[src/rtl/program_sequencer_stack.sv]
// Program sequencer with a hardware return-address stack. It computes the next
// program-memory address combinationally and registers it as the program counter.
module program_sequencer_stack #(
    parameter int ADDR_W  = 8,
    parameter int JADDR_W = 4,
    parameter int DEPTH   = 4,
    parameter int SP_W    = $clog2(DEPTH + 1)
) (
    input  logic               clk,
    input  logic               sync_reset,
    input  logic               jmp,
    input  logic               jmp_nz,
    input  logic               dont_jmp,
    input  logic               call,
    input  logic               ret,
    input  logic               hold,
    input  logic [JADDR_W-1:0] jmp_addr,
    output logic [ADDR_W-1:0]  pm_addr,
    output logic [ADDR_W-1:0]  pc,
    output logic [ADDR_W-1:0]  from_PS,
    output logic [SP_W-1:0]    sp,
    output logic               stack_full,
    output logic               stack_empty,
    output logic               stack_err
);

    localparam int              IDX_W   = (DEPTH > 1) ? $clog2(DEPTH) : 1;
    localparam logic [SP_W-1:0] SP_FULL = SP_W'(DEPTH);

    typedef enum logic [2:0] {
        SRC_RESET,
        SRC_HOLD,
        SRC_TARGET,
        SRC_CALL,
        SRC_RET,
        SRC_INC
    } src_e;

    logic [ADDR_W-1:0] stack_mem [DEPTH];
    logic [ADDR_W-1:0] pc_inc;
    logic [ADDR_W-1:0] target;
    logic [ADDR_W-1:0] top_entry;
    logic [IDX_W-1:0]  top_idx;
    logic [IDX_W-1:0]  push_idx;
    logic              full_r;
    logic              empty_r;
    logic              push;
    logic              pop;
    logic              err_set;
    src_e              src;

    // The jump field selects the upper address bits; the low bits of the target are zero.
    assign target    = ADDR_W'(jmp_addr) << (ADDR_W - JADDR_W);
    assign pc_inc    = pc + ADDR_W'(1);
    assign full_r    = (sp == SP_FULL);
    assign empty_r   = (sp == '0);
    assign top_idx   = IDX_W'(sp - SP_W'(1));
    assign push_idx  = IDX_W'(sp);
    assign top_entry = stack_mem[top_idx];

    // NOTE: every signal written here gets a default first, so no path can infer a latch.
    always_comb begin
        src     = SRC_INC;
        push    = 1'b0;
        pop     = 1'b0;
        err_set = 1'b0;
        if (sync_reset) begin
            src = SRC_RESET;
        end else if (hold) begin
            src = SRC_HOLD;
        end else if (jmp || (jmp_nz && !dont_jmp)) begin
            src = SRC_TARGET;
        end else if (call) begin
            // A call always claims the cycle, even when refused, so a coincident ret is dropped.
            if (!full_r) begin
                src  = SRC_CALL;
                push = 1'b1;
            end else begin
                err_set = 1'b1;
            end
        end else if (ret) begin
            if (!empty_r) begin
                src = SRC_RET;
                pop = 1'b1;
            end else begin
                err_set = 1'b1;
            end
        end
    end

    always_comb begin
        pm_addr = pc_inc;
        case (src)
            SRC_RESET:  pm_addr = '0;
            SRC_HOLD:   pm_addr = pc;
            SRC_TARGET: pm_addr = target;
            SRC_CALL:   pm_addr = target;
            SRC_RET:    pm_addr = top_entry;
            default:    pm_addr = pc_inc;
        endcase
    end

    // Stale entries above sp are masked here, and reset forces the idle view immediately.
    assign from_PS     = (sync_reset || empty_r) ? '0 : top_entry;
    assign stack_full  = full_r && !sync_reset;
    assign stack_empty = empty_r || sync_reset;

    // NOTE: sequential state uses non-blocking assignments so every register samples pre-edge values.
    always_ff @(posedge clk) begin
        if (sync_reset) begin
            pc        <= '0;
            sp        <= '0;
            stack_err <= 1'b0;
        end else begin
            pc <= pm_addr;
            if (push) begin
                sp <= sp + SP_W'(1);
            end else if (pop) begin
                sp <= sp - SP_W'(1);
            end
            if (err_set) begin
                stack_err <= 1'b1;
            end
        end
    end

    // NOTE: the stack array has no reset; entries at or above sp are never observed.
    always_ff @(posedge clk) begin
        if (push) begin
            stack_mem[push_idx] <= pc_inc;
        end
    end

endmodule

[config.mk]
export PLATFORM = sky130hd
export DESIGN_NAME = program_sequencer_stack
export DESIGN_NICKNAME = d
export VERILOG_FILES = /design/src/rtl/program_sequencer_stack.sv
export SDC_FILE = /design/constraint.sdc
export NUM_CORES = 1
export LEC_CHECK = 0
export BUFFER_PORTS_ARGS = -buffer_cell sky130_fd_sc_hd__buf_2
export CORE_MARGIN = 4
export CORE_UTILIZATION = 31
export CTS_CLUSTER_DIAMETER = 100
export CTS_CLUSTER_SIZE = 10
export DETAILED_ROUTE_END_ITERATION = 10
export GPL_ROUTABILITY_DRIVEN = 1
export HOLD_SLACK_MARGIN = 0.02
export SKIP_LAST_GASP = 1
export SYNTH_ARGS = -nofsm -noshare
export SYNTH_HDL_FRONTEND = slang
export SYNTH_SLANG_ARGS = --single-unit
[constraint.sdc]
create_clock -name clk -period 3.4 [get_ports clk]
set_clock_uncertainty 0.05 [all_clocks]
set_input_delay 0.85 -clock clk [delete_from_list [all_inputs] [get_ports clk]]
set_output_delay 0.85 -clock clk [all_outputs]
set_load 0.005 [all_outputs]
==> run_results.csv <==
group,metric,value,unit
run_status,outcome,"finished clean",
grt,grt_pass1_vias,1711,
synthesis,netlist_instances,183,
synthesis,muxShareOfSynthArea,0.0917,
synthesis,syn_area_per_cell,12.5,µm²
grt,grtUsageMet1,0.191,
setup_path,critPathArrivalTime,2300,ps
cts,cts_buffers,5,
synthesis,synth_top_area_share,0.419,
cts,clk_pin_slew,80,ps
cts,clk_latency,300,ps
sta,rsz0062_at_grt,"no",
sta,fmax,313,MHz
finish,antennaDiodeCount,0,
floorplanning,die_h,94.0,µm
place,port_buffers,41,
synthesis,ys_seq_area_frac,0.524,
cts,cts.sinks,44,
floorplanning,rows,31,
place,gp_congestion,0.855,
detailed_routing,wl_per_cell,17.4,µm
worst_hold_path,hold_class,"flop to flop",
synthesis,synth_nets,201,
grt,grt.overflow.total,0,
sta,finalSetupViolCount,0,
synthesis,synthArstFlopShare,0,
synthesis,synth_flop_cell,"edfxtp_1",
power,p_per_area,364,mW/mm²
synthesis,synth_xor_xnor_area_share,0.0229,
synthesis,synth_edf_count,32,
floorplanning,ios,42,
floorplanning,die-area,0.00884,mm²
synthesis,ys.warnings.count,0,
synthesis,synth_area_leader_cell,"edfxtp_1",
cts,clk_path_buf_depth,2,
detailed_routing,wl,5.77,mm
finish,drive_gt1_frac,0.330,
grt,antenna_found_initial,0,
setup_path,timing.rr.start,"sp[1]",
grt,grt_busiest_layer,"met2",
finish,mostFrequentLayoutCells,"buf_2, edfxtp_1, and2_1",
synthesis,syn_area,0.00229,mm²
cts,htree_levels,2,
synthesis,synthTopCellsByArea,"edfxtp_1, dfxtp_1, mux4_2, and2_1, ha_1",
grt,globalRouteTotalUtil,0.139,
place,dp_hpwl,4.22,mm
detailed_routing,ant_nets,0,
sta,slew_headroom,0.650,
floorplanning,start_util,0.318,
run,max_cap_violations,0,
grt,gr-usage-met3,0.0425,
setup_path,end_kind,"primary output",
sta,slew_violations,0,
cts,clockRootBuffer,"clkbuf_8",
detailed_routing,vias,1683,
synthesis,yosys.area_share.simple,0.147,
grt,met2_usage,0.212,
detailed_routing,first_pass_iters,4,
worst_hold_path,hp-start,"stack_err",
setup_path,cp_max_fo,10,
synthesis,synth-compound-area-share,0.151,
finish,areaGrowthSynthToFinish,19.1,%
floorplanning,dieWidth,94.0,µm
detailed_routing,route.detailed.drc,0,
setup_path,r2r_setup_slack,1020,ps
power,ir_drop,140,µV
synthesis,synth_seq_cells,44,
finish,fin_nets,250,
setup_path,required,2500,ps
setup_path,cp-startpoint,"sp[1]",
sta,layout_min_cycle_time,3200,ps
cts,hold_buffers,0,
synthesis,synthDistinctLibCells,42,
power,total_power,993,µW
power,leakagePower,0.00104,µW
grt,grt_pass1_wl,9.24,mm
setup_path,critPathLaunchType,"flop",
sta,hold_viol,0,
synthesis,synth_top_family_by_area,"compound AO/OA/AOI/OAI gates",
sta,fin_crit_sh,0.940,
setup_path,critical_path_class,"flop to primary output",
detailed_routing,via_per_inst,5.07,
synthesis,synth_fa_ha_area_frac,0.0327,
cts,cts_tree,"done",
detailed_routing,drt-initial-drc-count,171,
sta,tns,0,ps
grt,grt_max_degree,17,
sta,worstMarginPinSlew,525,ps
floorplanning,core,0.00721,mm²
finish,layout_commonest_cell,"buf_2",
-- where the power goes --
part | internal, µW | switching [µW] | total [µW]
sequential | 578 | 6.34 | 584
combinational | 43.1 | 54.4 | 97.5
clock | 143 | 168 | 311
total | 764 | 229 | 993
-- synth_stat cells (all sizes together) (3+ instances only) --
cell type   n
dfxtp      12
nor2        6
nand3       9
a21oi      10
xnor2       5
a31oi       3
nor2b       7
buf         5
o21ai       7
o31ai       4
nand2      10
o221a       6
a32oi       3
mux2i       3
ha          6
edfxtp     32
mux4        8
and2       13
o21a        4
inv         7
-- what timing repair did --
item                                    CTS  global route
endpoints found under the setup margin    0             5
setup buffers                             0             0
gates resized for setup                   0             2
-- kinds of logic (layout without fill, tap and decap cells) --
family,after synthesis,after routing
buffers and inverters,14,64
AO/OA/AOI/OAI,46,46
XOR/XNOR,6,6
adder cells (fa/ha/maj),6,6
AND/OR/NAND/NOR,56,56
flip-flops,44,44
multiplexers,11,11
-- cell type report --
| class | count | area (µm²) |
|---|---|---|
| clock buffer | 7 | 76.3 |
| clock inverter | 1 | 3.75 |
| fill | 739 | 4480 |
| inverter | 7 | 26.3 |
| multi-input combinational | 125 | 1030 |
| sequential | 44 | 1200 |
| tap | 99 | 124 |
| timing repair buffer | 49 | 265 |
-- flip-flops by register name, summed over array words and instances (netlist names) --
name,cells
stack_mem,32
sp,3
stack_err,1
pc,8
-- layer usage --
layer	vias to the layer above	routed length [µm]
met4	0	87
met5	-	0
met1	825	2690
li1	809	-
met2	40	2770
met3	9	223
-- final timing paths --
check | to | cells after the start
worst max register to register | stack_mem[0][1] | 5
worst min register to register | stack_err | 2
worst max-delay path | pm_addr[7] | 6
worst min-delay path | stack_err | 2
-- through the flow --
step	cell area, µm²	cells	setup WS, ps	util	hold WS, ps
floorplan	2290	183	367	-	411
global placement	2640	324	233	0.366	415
detailed placement	2640	324	213	0.366	430
CTS	2720	332	61.0	0.377	449
global route	2730	332	65.0	0.379	484
finish	2730	332	203	0.379	433
-- worst max-delay path, stage by stage, from the launching register on --
cell and delay [ps]:
dfxtp_1 420, inv_1 120, ha_2 520, mux4_2 380, o21a_1 200, o221a_2 230, buf_2 130
(Power assumes the default switching activity.)
